<file path="src/rtl/vmecpld_pkg.sv">
// Shared constants and state encoding for the VME A16/D8 register controller.
package vmecpld_pkg;

  localparam logic [5:0] AM_A16_USER = 6'h29;
  localparam logic [5:0] AM_A16_SUPV = 6'h2D;

  localparam logic [1:0] REG_CSR   = 2'd0;
  localparam logic [1:0] REG_FDATA = 2'd1;
  localparam logic [1:0] REG_FCS   = 2'd2;
  localparam logic [1:0] REG_ID    = 2'd3;

  localparam logic [7:0] ID_VALUE = 8'hA5;

  typedef enum logic [2:0] {
    IDLE,
    DECODE,
    WAIT_DS,
    ACCESS,
    ACK,
    RELEASE,
    WAIT_AS
  } state_t;

  function automatic logic am_ok(input logic [5:0] am);
    return (am == AM_A16_USER) || (am == AM_A16_SUPV);
  endfunction

endpackage

</file>
<file path="src/rtl/vme_a16_regctl_if.sv">
// VME A16/D8 slave-side bus bundle; the master modport is the bus/backplane side.
interface vme_a16_regctl_if;

  logic [15:0] XA;
  logic [5:0]  XAM;
  logic [5:0]  XGA;
  logic        XAS;
  logic [1:0]  XDS;
  logic        XWRITE;
  logic        XIACK;
  logic [7:0]  XDI;
  logic [7:0]  XDO;
  logic        XDOE;
  logic        DDIR;
  logic        XDTACK;
  logic        XDTACKOE;

  modport master (
    output XA, XAM, XGA, XAS, XDS, XWRITE, XIACK, XDI,
    input  XDO, XDOE, DDIR, XDTACK, XDTACKOE
  );

  modport slave (
    input  XA, XAM, XGA, XAS, XDS, XWRITE, XIACK, XDI,
    output XDO, XDOE, DDIR, XDTACK, XDTACKOE
  );

endinterface

</file>
<file path="src/rtl/spi_byte_shifter.sv">
// Byte-wide SPI mode 0 master, MSB first; SCK half-period is SPI_HALF CPLDCLK cycles.
module spi_byte_shifter #(
  parameter int SPI_HALF = 2
) (
  input  logic       CPLDCLK,
  input  logic       XRESET,
  input  logic       start,
  input  logic [7:0] din,
  input  logic       FMISO,
  output logic       busy,
  output logic [7:0] dout,
  output logic       FSCK,
  output logic       FMOSI
);

  localparam logic [7:0] DIV_LAST = 8'(SPI_HALF - 1);

  logic [7:0] txsh;
  logic [7:0] rxsh;
  logic [7:0] div;
  logic [3:0] nbits;
  logic       fin;

  // fin marks the 8th falling SCK; busy drops and dout updates one edge later
  always_ff @(posedge CPLDCLK or negedge XRESET) begin
    if (!XRESET) begin
      busy  <= 1'b0;
      dout  <= 8'h00;
      FSCK  <= 1'b0;
      FMOSI <= 1'b0;
      txsh  <= 8'h00;
      rxsh  <= 8'h00;
      div   <= 8'h00;
      nbits <= 4'd0;
      fin   <= 1'b0;
    end else if (fin) begin
      busy <= 1'b0;
      fin  <= 1'b0;
      dout <= rxsh;
    end else if (!busy) begin
      if (start) begin
        busy  <= 1'b1;
        txsh  <= din;
        FMOSI <= din[7];
        div   <= 8'h00;
        nbits <= 4'd0;
      end
    end else if (div != DIV_LAST) begin
      div <= div + 8'd1;
    end else begin
      div <= 8'h00;
      if (!FSCK) begin
        FSCK <= 1'b1;
        rxsh <= {rxsh[6:0], FMISO};
      end else begin
        FSCK  <= 1'b0;
        txsh  <= {txsh[6:0], 1'b0};
        FMOSI <= txsh[6];
        nbits <= nbits + 4'd1;
        if (nbits == 4'd7) fin <= 1'b1;
      end
    end
  end

endmodule

</file>
<file path="src/rtl/vme_a16_regctl.sv">
// VME A16/D8 slave controller: strobe sync, geographic decode, DTACK sequencing, CSR/SPI regs.
// Define VMECPLD_GAPAR_EN to require odd parity over XGA[5:0].
module vme_a16_regctl
  import vmecpld_pkg::*;
#(
  parameter logic [2:0] BASE_PREFIX = 3'b000,
  parameter int         SPI_HALF    = 2
) (
  input  logic             CPLDCLK,
  input  logic             XRESET,
  vme_a16_regctl_if.slave  vme,
  output logic             PROG_N,
  output logic [1:0]       M,
  input  logic             DONE,
  input  logic             INIT,
  output logic             FCS_N,
  output logic             FSCK,
  output logic             FMOSI,
  input  logic             FMISO
);

  logic [1:0] as_sr, ds_sr, wr_sr, iack_sr;
  logic       as_s, ds_s, wr_s, iack_s;
  logic       parity_ok, addr_match;
  logic [7:0] rdata;
  logic [1:0] sel;
  logic       rd_cyc, stall;
  logic       spi_start, spi_busy;
  logic [7:0] spi_tx, spi_rx;
  logic       unused_bits;
  state_t     state;

  assign as_s   = as_sr[1];
  assign ds_s   = ds_sr[1];
  assign wr_s   = wr_sr[1];
  assign iack_s = iack_sr[1];
  assign unused_bits = ^{vme.XDS[1], vme.XGA[5]};

`ifdef VMECPLD_GAPAR_EN
  assign parity_ok = ^vme.XGA;
`else
  assign parity_ok = 1'b1;
`endif

  // XGA is active-low, so the slot number is its complement
  always_comb begin
    addr_match = !as_s && am_ok(vme.XAM) && iack_s && parity_ok &&
                 (vme.XA[15:13] == BASE_PREFIX) &&
                 (vme.XA[12:8] == ~vme.XGA[4:0]) &&
                 (vme.XA[7:2] == 6'd0);
  end

  always_comb begin
    unique case (sel)
      REG_CSR:   rdata = {DONE, INIT, 2'b00, M, 1'b0, PROG_N};
      REG_FDATA: rdata = spi_rx;
      REG_FCS:   rdata = {7'd0, FCS_N};
      default:   rdata = ID_VALUE;
    endcase
  end

  always_ff @(posedge CPLDCLK or negedge XRESET) begin
    if (!XRESET) begin
      as_sr   <= 2'b11;
      ds_sr   <= 2'b11;
      wr_sr   <= 2'b11;
      iack_sr <= 2'b11;
    end else begin
      as_sr   <= {as_sr[0], vme.XAS};
      ds_sr   <= {ds_sr[0], vme.XDS[0]};
      wr_sr   <= {wr_sr[0], vme.XWRITE};
      iack_sr <= {iack_sr[0], vme.XIACK};
    end
  end

  // Read data is latched on entry to ACCESS so XDO settles a cycle before DTACK;
  // a stalled FDATA read re-latches once the shifter goes idle, costing one more cycle.
  always_ff @(posedge CPLDCLK or negedge XRESET) begin
    if (!XRESET) begin
      state        <= IDLE;
      vme.XDTACK   <= 1'b1;
      vme.XDTACKOE <= 1'b1;
      vme.XDOE     <= 1'b0;
      vme.DDIR     <= 1'b0;
      vme.XDO      <= 8'h00;
      PROG_N       <= 1'b1;
      M            <= 2'b11;
      FCS_N        <= 1'b1;
      sel          <= 2'd0;
      rd_cyc       <= 1'b0;
      stall        <= 1'b0;
      spi_start    <= 1'b0;
      spi_tx       <= 8'h00;
    end else begin
      spi_start <= 1'b0;
      unique case (state)
        IDLE: if (!as_s) state <= DECODE;
        DECODE: begin
          sel    <= vme.XA[1:0];
          rd_cyc <= wr_s;
          state  <= addr_match ? WAIT_DS : WAIT_AS;
        end
        WAIT_DS: begin
          if (as_s) begin
            state <= IDLE;
          end else if (!ds_s) begin
            state <= ACCESS;
            stall <= 1'b0;
            if (rd_cyc) begin
              vme.XDO  <= rdata;
              vme.XDOE <= 1'b1;
              vme.DDIR <= 1'b1;
            end
          end
        end
        ACCESS: begin
          if (sel == REG_FDATA && spi_busy) begin
            stall <= 1'b1;
          end else if (stall && rd_cyc) begin
            vme.XDO <= rdata;
            stall   <= 1'b0;
          end else begin
            if (!rd_cyc) begin
              unique case (sel)
                REG_CSR: begin
                  PROG_N <= vme.XDI[0];
                  M      <= vme.XDI[3:2];
                end
                REG_FDATA: begin
                  spi_start <= 1'b1;
                  spi_tx    <= vme.XDI;
                end
                REG_FCS: FCS_N <= vme.XDI[0];
                default: ;
              endcase
            end
            state        <= ACK;
            vme.XDTACK   <= 1'b0;
            vme.XDTACKOE <= 1'b0;
          end
        end
        ACK: begin
          if (ds_s) begin
            state      <= RELEASE;
            vme.XDTACK <= 1'b1;
            vme.XDOE   <= 1'b0;
            vme.DDIR   <= 1'b0;
          end
        end
        RELEASE: begin
          state        <= WAIT_AS;
          vme.XDTACKOE <= 1'b1;
        end
        WAIT_AS: if (as_s) state <= IDLE;
        default: state <= IDLE;
      endcase
    end
  end

  spi_byte_shifter #(.SPI_HALF(SPI_HALF)) u_spi (
    .CPLDCLK (CPLDCLK),
    .XRESET  (XRESET),
    .start   (spi_start),
    .din     (spi_tx),
    .FMISO   (FMISO),
    .busy    (spi_busy),
    .dout    (spi_rx),
    .FSCK    (FSCK),
    .FMOSI   (FMOSI)
  );

endmodule

</file>
<file path="src/flat_wrapper.sv">
// flat-port wrapper written by rule: the top's interface ports become plain ports
module vme_a16_regctl_flat import vmecpld_pkg::*;
#(
  parameter logic [2:0] BASE_PREFIX = 3'b000,
  parameter int         SPI_HALF    = 2
)
  (CPLDCLK, XRESET, PROG_N, M, DONE, INIT, FCS_N, FSCK, FMOSI, FMISO, vme_XA, vme_XAM, vme_XGA, vme_XAS, vme_XDS, vme_XWRITE, vme_XIACK, vme_XDI, vme_XDO, vme_XDOE, vme_DDIR, vme_XDTACK, vme_XDTACKOE);
  vme_a16_regctl_if vme_i ();
  input  logic CPLDCLK;
  input  logic XRESET;
  output logic PROG_N;
  output logic [1:0] M;
  input  logic DONE;
  input  logic INIT;
  output logic FCS_N;
  output logic FSCK;
  output logic FMOSI;
  input  logic FMISO;
  input wire logic [$bits(vme_i.XA)-1:0] vme_XA;
  input wire logic [$bits(vme_i.XAM)-1:0] vme_XAM;
  input wire logic [$bits(vme_i.XGA)-1:0] vme_XGA;
  input wire logic [$bits(vme_i.XAS)-1:0] vme_XAS;
  input wire logic [$bits(vme_i.XDS)-1:0] vme_XDS;
  input wire logic [$bits(vme_i.XWRITE)-1:0] vme_XWRITE;
  input wire logic [$bits(vme_i.XIACK)-1:0] vme_XIACK;
  input wire logic [$bits(vme_i.XDI)-1:0] vme_XDI;
  output wire logic [$bits(vme_i.XDO)-1:0] vme_XDO;
  output wire logic [$bits(vme_i.XDOE)-1:0] vme_XDOE;
  output wire logic [$bits(vme_i.DDIR)-1:0] vme_DDIR;
  output wire logic [$bits(vme_i.XDTACK)-1:0] vme_XDTACK;
  output wire logic [$bits(vme_i.XDTACKOE)-1:0] vme_XDTACKOE;
  assign vme_i.XA = vme_XA;
  assign vme_i.XAM = vme_XAM;
  assign vme_i.XGA = vme_XGA;
  assign vme_i.XAS = vme_XAS;
  assign vme_i.XDS = vme_XDS;
  assign vme_i.XWRITE = vme_XWRITE;
  assign vme_i.XIACK = vme_XIACK;
  assign vme_i.XDI = vme_XDI;
  assign vme_XDO = vme_i.XDO;
  assign vme_XDOE = vme_i.XDOE;
  assign vme_DDIR = vme_i.DDIR;
  assign vme_XDTACK = vme_i.XDTACK;
  assign vme_XDTACKOE = vme_i.XDTACKOE;
  vme_a16_regctl #(.BASE_PREFIX(BASE_PREFIX), .SPI_HALF(SPI_HALF)) u_core (.CPLDCLK(CPLDCLK), .XRESET(XRESET), .vme(vme_i), .PROG_N(PROG_N), .M(M), .DONE(DONE), .INIT(INIT), .FCS_N(FCS_N), .FSCK(FSCK), .FMOSI(FMOSI), .FMISO(FMISO));
endmodule
</file>
<file path="config.mk">
export PLATFORM = sky130hd
export DESIGN_NAME = vme_a16_regctl_flat
export DESIGN_NICKNAME = d
export VERILOG_FILES = /design/src/rtl/vmecpld_pkg.sv /design/src/rtl/vme_a16_regctl_if.sv /design/src/rtl/spi_byte_shifter.sv /design/src/rtl/vme_a16_regctl.sv /design/src/flat_wrapper.sv
export SDC_FILE = /design/constraint.sdc
export NUM_CORES = 1
export LEC_CHECK = 0
export CAP_MARGIN = 10
export CORE_MARGIN = 10
export CORE_UTILIZATION = 55
export CTS_CLUSTER_DIAMETER = 60
export DETAILED_ROUTE_END_ITERATION = 7
export PLACE_DENSITY = 0.83
export REMOVE_ABC_BUFFERS = 1
export SYNTH_ARGS = -nofsm -noshare
export SYNTH_HDL_FRONTEND = slang
export SYNTH_SLANG_ARGS = --single-unit
</file>
<file path="constraint.sdc">
create_clock -name CPLDCLK -period 3.86 [get_ports CPLDCLK]
set_input_delay 0.386 -clock CPLDCLK [delete_from_list [all_inputs] [get_ports CPLDCLK]]
set_output_delay 0.386 -clock CPLDCLK [all_outputs]
set_load 0.02 [all_outputs]
</file>
# --- After elaboration in Yosys (flattened, before gate mapping) ---
# Cells that the tools add are included.
totals:
  regBits: 78
  word_cells: 152
  out_inout_bits: 18
  inputBits: 46
op_classes:
  mux: 60
  bitwise: 7
  add_sub_neg: 2
  n_reduce_logical: 31
  n_eq_ne: 26
op_table:
  columns: ["operator", "count"]
  rows:
  - ["8-bit two-way mux", 8]
  - ["1-bit two-way mux", 29]
  - ["7-bit two-way mux", 4]
  - ["3-bit two-way mux", 8]
  - ["8-bit one-hot mux with 3 select lines", 1]
  - ["3-bit one-hot mux with 7 select lines", 1]
  - ["5-bit AND reduction", 4]
  - ["4-bit two-way mux", 4]
  - ["8-bit one-hot mux with 2 select lines", 1]
  - ["4-bit AND reduction", 4]
  - ["6-bit equality test, second input constant", 2]
  - ["2-bit inequality test, second input constant", 6]
  - ["6-bit AND reduction", 2]
  - ["2-bit by 1-bit inequality test with 1-bit output, second input constant", 5]
  - ["2-bit nonzero test", 5]
  - ["3-bit equality test, second input constant", 3]
  - ["8-bit by 1-bit adder with 8-bit output, second input constant", 1]
  - ["8-bit by 1-bit inequality test with 1-bit output, second input constant", 1]
  - ["1-bit one-hot mux with 2 select lines", 4]
  - ["1-bit logical AND", 7]
  - ["3-bit by 2-bit equality test with 1-bit output, second input constant", 2]
  - ["3-bit zero test", 2]
  - ["6-bit zero test", 1]
  - ["1-bit NOT", 6]
  - ["14 further kinds", 15]

# --- Longest topological paths before layout ---
# Gate-level depths: netlist of run 1.
logic_depth:
  word_depth: 9
  mapped_depth: 6
  depth_no_buf: 6

# --- By module ---
# Synthesis of run 1 repeated with hierarchy kept, for this count alone.
unflattened:
  hier_cells: 313
  area_unflattened_um2: 3618.5
by_module_without_submodules:
  columns: ["module", "instances", "area_each_um2", "seq_area_each_um2", "cells_each"]
  rows:
  - ["spi_byte_shifter", 1, 1868.0, 975.9, 165]
  - ["vme_a16_regctl", 1, 1750.4, 993.5, 148]

# --- Worst setup path after synthesis of run 1 ---
# Ideal clock, no wire load.
synth_timing:
  path_type: "register to register"
  from: "reg u_core.u_spi.div[1]"
  to: "reg u_core.u_spi.nbits[3]"
  setup_ns: 0.101
  period_less_slack_ns: 1.899
  n_path_buf: 0
  stages_incl_launch_ff: 6
  path_slack_ns: 1.961
  arrival_time_ns: 1.798
  required_ns: 3.759
  path_cell_list: "dfrtp_1 -> inv_1 -> ha_1 -> or4b_1 -> or4_4 -> o311ai_2"
synth_via:
  elab_chain_len: 3
synth_lines:
  columns: ["element", "line_no", "rtl"]
  rows:
  - ["from (decl)", "spi_byte_shifter.sv:20", "logic [7:0] div;"]
  - ["from (signal assigned)", "spi_byte_shifter.sv:49", "div <= div + 8'd1;"]
  - ["8-bit by 1-bit inequality test with 1-bit output", "spi_byte_shifter.sv:48", "end else if (div != DIV_LAST) begin"]
  - ["2-bit inequality test (no source line)", null, null]
  - ["4-bit AND reduction (no source line)", null, null]
  - ["to (signal assigned)", "spi_byte_shifter.sv:59", "nbits <= nbits + 4'd1;"]
  - ["to (decl)", "spi_byte_shifter.sv:21", "logic [3:0] nbits;"]
# No other way between the ends.
# A chain may end at the register's enable or synchronous reset.

# --- Worst setup path after layout of run 1 ---
layout_timing:
  from: "reg u_core.u_spi.busy"
  to: "reg u_core.u_spi.rxsh[0]"
layout_via:
  elab_chain_len: 1
layout_lines:
  columns: ["element", "line_no", "rtl"]
  rows:
  - ["from (decl)", "spi_byte_shifter.sv:10", "output logic busy,"]
  - ["from (signal assigned)", "spi_byte_shifter.sv:27", "busy <= 1'b0;"]
  - ["from (signal assigned)", "spi_byte_shifter.sv:37", "busy <= 1'b0;"]
  - ["from (signal assigned)", "spi_byte_shifter.sv:42", "busy <= 1'b1;"]
  - ["4-bit AND reduction (no source line)", null, null]
  - ["to (signal assigned)", "spi_byte_shifter.sv:54", "rxsh <= {rxsh[6:0], FMISO};"]
  - ["to (decl)", "spi_byte_shifter.sv:19", "logic [7:0] rxsh;"]
# No other way between the ends.

==> results of run 1 <==
## synthesized netlist by cell type, drive strengths merged, types with 3 or more instances
library cell	instances	share of area (%)
nand2b	4	0.72
xor2	9	2.3
o22a	3	0.76
o21ai	18	2.6
nand4	8	1.4
dfrtp	64	46
nor2	15	1.7
ha	3	1.1
o32a	3	0.86
o21a	8	1.7
o31ai	3	0.65
nor3	3	0.43
nand2	22	2.4
o22ai	3	0.54
mux2	34	11
a21oi	6	0.86
mux2i	3	0.86
nor2b	5	0.90
nor4	3	0.54
clkbuf	9	0.97
dfstp	14	11
nand3	9	1.3
inv	11	1.2
## worst register-to-register path, delay by kind of cell (launching register included)
family,cells,cell delay (ns)
and+or+nand+nor,3,1.11
DFF,1,0.65
muxes,1,0.39
## final timing paths
path / to / slack (ns)
setup / recovery: u_core.u_spi.rxsh[0] / 1.60
hold / removal: u_core.state[2] / 0.15
setup reg to reg: u_core.u_spi.rxsh[0] / 1.60
hold reg to reg: u_core.ds_sr[1] / 0.35
max in group asynchronous: u_core.u_spi.txsh[6] / 3.09
min in group CPLDCLK: u_core.ds_sr[1] / 0.35
## power by group
part | internal (mW) | total (mW) | switching, mW
clock network | 0.318 | 0.622 | 0.304
registers | 1.06 | 1.30 | 0.243
logic | 0.446 | 0.887 | 0.441
total | 1.82 | 2.81 | 0.989
## layer usage
| metal | vias up | part of all wire (%) |
|---|---|---|
| li1 | 1191 | - |
| met4 | 0 | 1.9 |
| met2 | 58 | 50 |
| met5 | - | 0 |
| met3 | 14 | 4.3 |
| met1 | 1239 | 44 |
## registers in the layout (all words and copies together) (netlist names), 2 cells and up
register / flops
u_core.M: 2
u_core.as_sr: 2
u_core.ds_sr: 2
u_core.iack_sr: 2
u_core.sel: 2
u_core.spi_tx: 8
u_core.state: 3
u_core.u_spi.div: 8
u_core.u_spi.dout: 8
u_core.u_spi.nbits: 4
u_core.u_spi.rxsh: 8
u_core.u_spi.txsh: 7
u_core.vme.XDO: 8
u_core.wr_sr: 2
## stage by stage
stage	power, mW	instance area (um^2)	hold slack (ns)	instances
detailed placement	2.193	4130	0.3484	420
floorplan	1.818	3431	0.09041	284
global route	2.973	4330	0.2404	436
global placement	2.148	4130	0.3462	420
CTS	2.819	4330	0.2053	436
finish	2.809	4330	0.1487	436
## logic make-up (layout without fill, tap and decap cells)
family,after synthesis,after routing,share of synthesized area [%]
AND/OR/NAND/NOR,83,83,13.03
XOR/XNOR,11,11,2.772
flip-flops,78,78,56.66
AO/OA/AOI/OAI,60,60,11.99
multiplexers,37,37,11.88
buffers and inverters,23,89,2.592
adder cells (fa/ha/maj),3,3,1.080
## final cells by class
cell class / instances / area (um^2)
inverter: 12 / 45.04
clock buffer: 11 / 141.4
clock inverter: 5 / 58.81
timing repair buffer: 61 / 605.6
fill: 445 / 1695
tap: 75 / 93.84
sequential: 78 / 1969
multi-input combinational: 194 / 1416
==> impl_metrics.yaml, run 1 <==
run_status:
  run_status: "finished clean"
timing:
  fin_setup_tns_ns: 0
  tightest_slew_ns: 0.9251
  hold_viol: 0
  skew_ns: 0.01370
  layout_setup_ws_ns: 1.598
  finalSetupViolCount: 0
  fmax_mhz: 442.1
  drv_slew: 0
  slew_headroom_pct: 38.32
  finalCriticalPeriod_ns: 2.262
  finalCritPeriodShare_pct: 58.60
  rsz0062_at_grt: "false"
critical_path:
  rr_startpoint: "u_core.u_spi.busy"
  crit_buf_inv: 0
  reg2reg_depth: 4
  slowest_stage: "dfrtp_1"
  crit_path_max_fanout: 16
  endpoint_kind: "flop"
  slowest_delay_ns: 0.65
  startpoint_type: "flop"
  critPathKind: "flop to flop"
  cp.arrival_ns: 2.50
  cp_data_required_time_ns: 4.09
  worstSetupPathDepth: 4
  startpoint: "u_core.u_spi.busy"
  path_cells: "nor2b_1 > nand3_1 > nor2_2 > mux2_2"
  critPathTopFamily: "simple AND/OR/NAND/NOR gates"
synth:
  synth_seq_cells: 78
  synthArstFlopShare_pct: 100.0
  synthCells: 295
  ys_seq_area_share_pct: 56.66
  synth_edf_count: 0
  ys.flop_type: "dfrtp_1"
  yosysWarnings: 0
  yosysUniqueCellTypes: 50
  syn_area_mm2: 0.003476
  synth.avg_cell_area_um2: 11.78
global_routing:
  grt_busiest_layer: "met2"
  antenna_found_initial: 0
  grt_first_pass_wirelength_um: 12780
  grtUsageMet1_pct: 19.19
  use_met2_pct: 26.20
  use_met3_pct: 3.875
  gr-total-overflow: 0
  grt_max_degree: 79
  gr-usage-all-layers_pct: 15.81
  grt_pass1_vias: 2600
drt:
  routed_wl_um: 7673
  route.detailed.drc: 0
  vias: 2502
  vias_per_cell: 5.739
  detail-route-antenna-nets: 0
  avgRoutedWirePerCell_um: 17.60
  first_pass_iters: 5
  drt_iter0_markers: 76
place:
  dpl.hpwl_um: 5416
  port_buffers: 60
  dp_worst_setup_slack_ns: 1.649
  gp_congestion: 0.8431
cts:
  cts_tree: "yes"
  htreeDepth: 3
  ctsResizeCount: 0
  cts_setup_buffers: 0
  clkLatencyLatePin_ns: 0.35
  clkTransAtPathRegs_ns: 0.09
  clockBufferDepth: 2
  clock_sinks: 78
  cts.hold.buffers_added: 0
  cts_root_buf: "clkbuf_8"
  numCtsBuffers: 9
power_and_ir_drop:
  leakagePower_nw: 1.834
  irDropWorstVdd_uv: 462.9
  p_per_area_mw_per_mm2: 648.7
cells_and_area:
  antennaDiodeCount: 0
  drive_gt1_share_pct: 19.39
  final_nets: 405
  final_cell_mix: "64 x dfrtp_1, 59 x clkdlybuf4s50_1, 34 x mux2_2"
  layout_commonest_cell: "dfrtp_1"
  area_growth_pct: 24.59
  fin_util_pct: 71.86
die:
  rows: 28
  die_x_um: 99.50
  coreArea_mm2: 0.006026
  dieArea_mm2: 0.009899
  start_util_pct: 57.68
  io_pins: 64
  die-height_um: 99.50
job:
  max_cap_viol_count: 0
hold_path:
  hp-class: "input port to async pin"
Power figures use the tool's default switching activity.
==> run 2: changes to the inputs <==
- CORE_UTILIZATION: 55 -> 47
- PLACE_DENSITY: 0.83 -> 0.76
- clock period: 3.86 -> 2 ns (I/O delays scaled with it)
==> run 2 against run 1 <==
Against the previous run:
- register-to-register slack got worse by 1.5 ns
- worst setup slack got worse by 1.5 ns
- sequential power rose by 87%
- sequential share of layout area fell by 1.9 points
- clock skew fell by 0.0051 ns
- critical path type unchanged
- critical endpoint is now u_core.u_spi.nbits[3]
- largest power group unchanged
==> impl_metrics.yaml, run 2 (synthesized netlist as in run 1, its figures left out) <==
run_status:
  run_status: "finished clean"
global_routing:
  gr-usage-all-layers_pct: 13.46
  antenna_found_initial: 0
  gr-total-overflow: 0
  grt_first_pass_wirelength_um: 12450
  grt_pass1_vias: 2527
  grt_max_degree: 42
timing:
  fmax_mhz: 530.9
  skew_ns: 0.008560
  fin_hold_ws_ns: 0.2598
  drv_slew: 0
  finalSetupViolCount: 0
  finalCritPeriodShare_pct: 94.18
  finalCriticalPeriod_ns: 1.884
  tightest_slew_ns: 0.5101
  hold_viol: 0
  rsz0062_at_grt: "false"
  slew_headroom_pct: 66.00
  fin_setup_tns_ns: 0
cts:
  htreeDepth: 3
  clkLatencyLatePin_ns: 0.34
  clockBufferDepth: 2
  clkTransAtPathRegs_ns: 0.08
  numCtsBuffers: 9
  cts_tree: "yes"
  cts_root_buf: "clkbuf_8"
  clock_sinks: 78
job:
  max_cap_viol_count: 0
critical_path:
  slowest_delay_ns: 0.47
  cp.arrival_ns: 2.09
  crit_path_max_fanout: 3
  rr_startpoint: "u_core.u_spi.div[1]"
  startpoint_type: "flop"
  cp_data_required_time_ns: 2.21
  startpoint: "u_core.u_spi.div[1]"
  critPathKind: "flop to flop"
  path_cells: "inv_1 > ha_2 > or4b_4 > or4_4 > nand3_2 > o311ai_2"
  slowest_stage: "or4b_4"
  endpoint_kind: "flop"
cells_and_area:
  area_growth_pct: 30.17
  final_nets: 422
  final_cell_area_mm2: 0.004524
  layout_commonest_cell: "dfrtp_1"
  nFillCells: 603
  final_cell_mix: "64 x dfrtp_1, 59 x clkdlybuf4s50_1, 34 x mux2_2"
  drive_gt1_share_pct: 23.81
  antennaDiodeCount: 0
power_and_ir_drop:
  p_per_area_mw_per_mm2: 1225
  irDropWorstVdd_uv: 936.0
  leakagePower_nw: 1.933
die:
  start_util_pct: 48.18
  coreArea_mm2: 0.007214
  die-height_um: 106.0
  die_x_um: 106.0
  dieArea_mm2: 0.01123
  io_pins: 64
  rows: 31
drt:
  vias: 2503
  vias_per_cell: 5.247
  avgRoutedWirePerCell_um: 15.40
  route.detailed.drc: 0
  first_pass_iters: 4
  detail-route-antenna-nets: 0
  drt_iter0_markers: 109
  routed_wl_um: 7348
place:
  gp_congestion: 0.8167
  dpl.hpwl_um: 5576
  dpl_cell_area_mm2: 0.004285
  port_buffers: 60
hold_path:
  worstHoldStart: "vme_XDS[0]"
  hp-class: "input port to flop"
## run 2: report_power, final
part           total, mW  switching (mW)  leakage [nW]  internal, mW
registers           2.43           0.389         0.977          2.04
clock network       1.19           0.546         0.107         0.645
logic               1.92           0.932         0.848         0.988
total               5.54            1.87          1.93          3.67
## run 2: timing repair
action,in CTS,in global routing
setup buffers,0,1
resized for setup,0,4
hold endpoints to repair,26,0
hold buffers,1,0
endpoints found under the setup margin,0,4
## run 2: worst max-delay path, delay by kind of cell, from the launching register on
kind	cells	cell delay, ns
fa+ha+maj	1	0.18
buf+inv	1	0.08
compound gates	1	0.10
flops	1	0.40
simple gates	3	1.02
## run 2: cell type report
type | instances | area (um^2) | area share, %
clock buffer | 11 | 151.4 | 3.346
clock inverter | 5 | 56.30 | 1.244
inverter | 12 | 45.04 | 0.9956
multi-input combinational | 194 | 1430 | 31.61
sequential | 78 | 1969 | 43.53
tap | 99 | 123.9 | 2.738
timing repair buffer | 78 | 748.2 | 16.54
## run 2: through the flow
step / cells / util [%] / power (mW) / setup WS, ns
2_1_floorplan: 284 / - / 3.509 / 0.04823
3_5_place_dp: 459 / 59.40 / 4.356 / 0.009667
6_report: 477 / 62.71 / 5.541 / 0.1164
3_3_place_gp: 459 / 59.40 / 4.287 / 0.06752
4_1_cts: 476 / 62.42 / 5.577 / 0.001507
5_1_grt: 477 / 62.71 / 5.930 / 0.008947
## run 2: final timing paths
path	cells after the start	to	slack, ns
min	1	u_core.ds_sr[0]	0.26
max reg2reg	6	u_core.u_spi.nbits[3]	0.12
min reg2reg	0	u_core.iack_sr[1]	0.35
min in group asynchronous	2	u_core.u_spi.div[4]	0.35
max in group asynchronous	3	u_core.vme.XDTACK	1.01
max	6	u_core.u_spi.nbits[3]	0.12
## run 2: layer usage
layer  global-route usage [%]  part of all wire (%)  up-vias
met3                    4.167                   4.3        4
met5                        0                     0        -
met2                    22.17                    51       50
met4                    3.482                  0.52        0
li1                         -                     -     1228
met1                    16.81                    45     1221
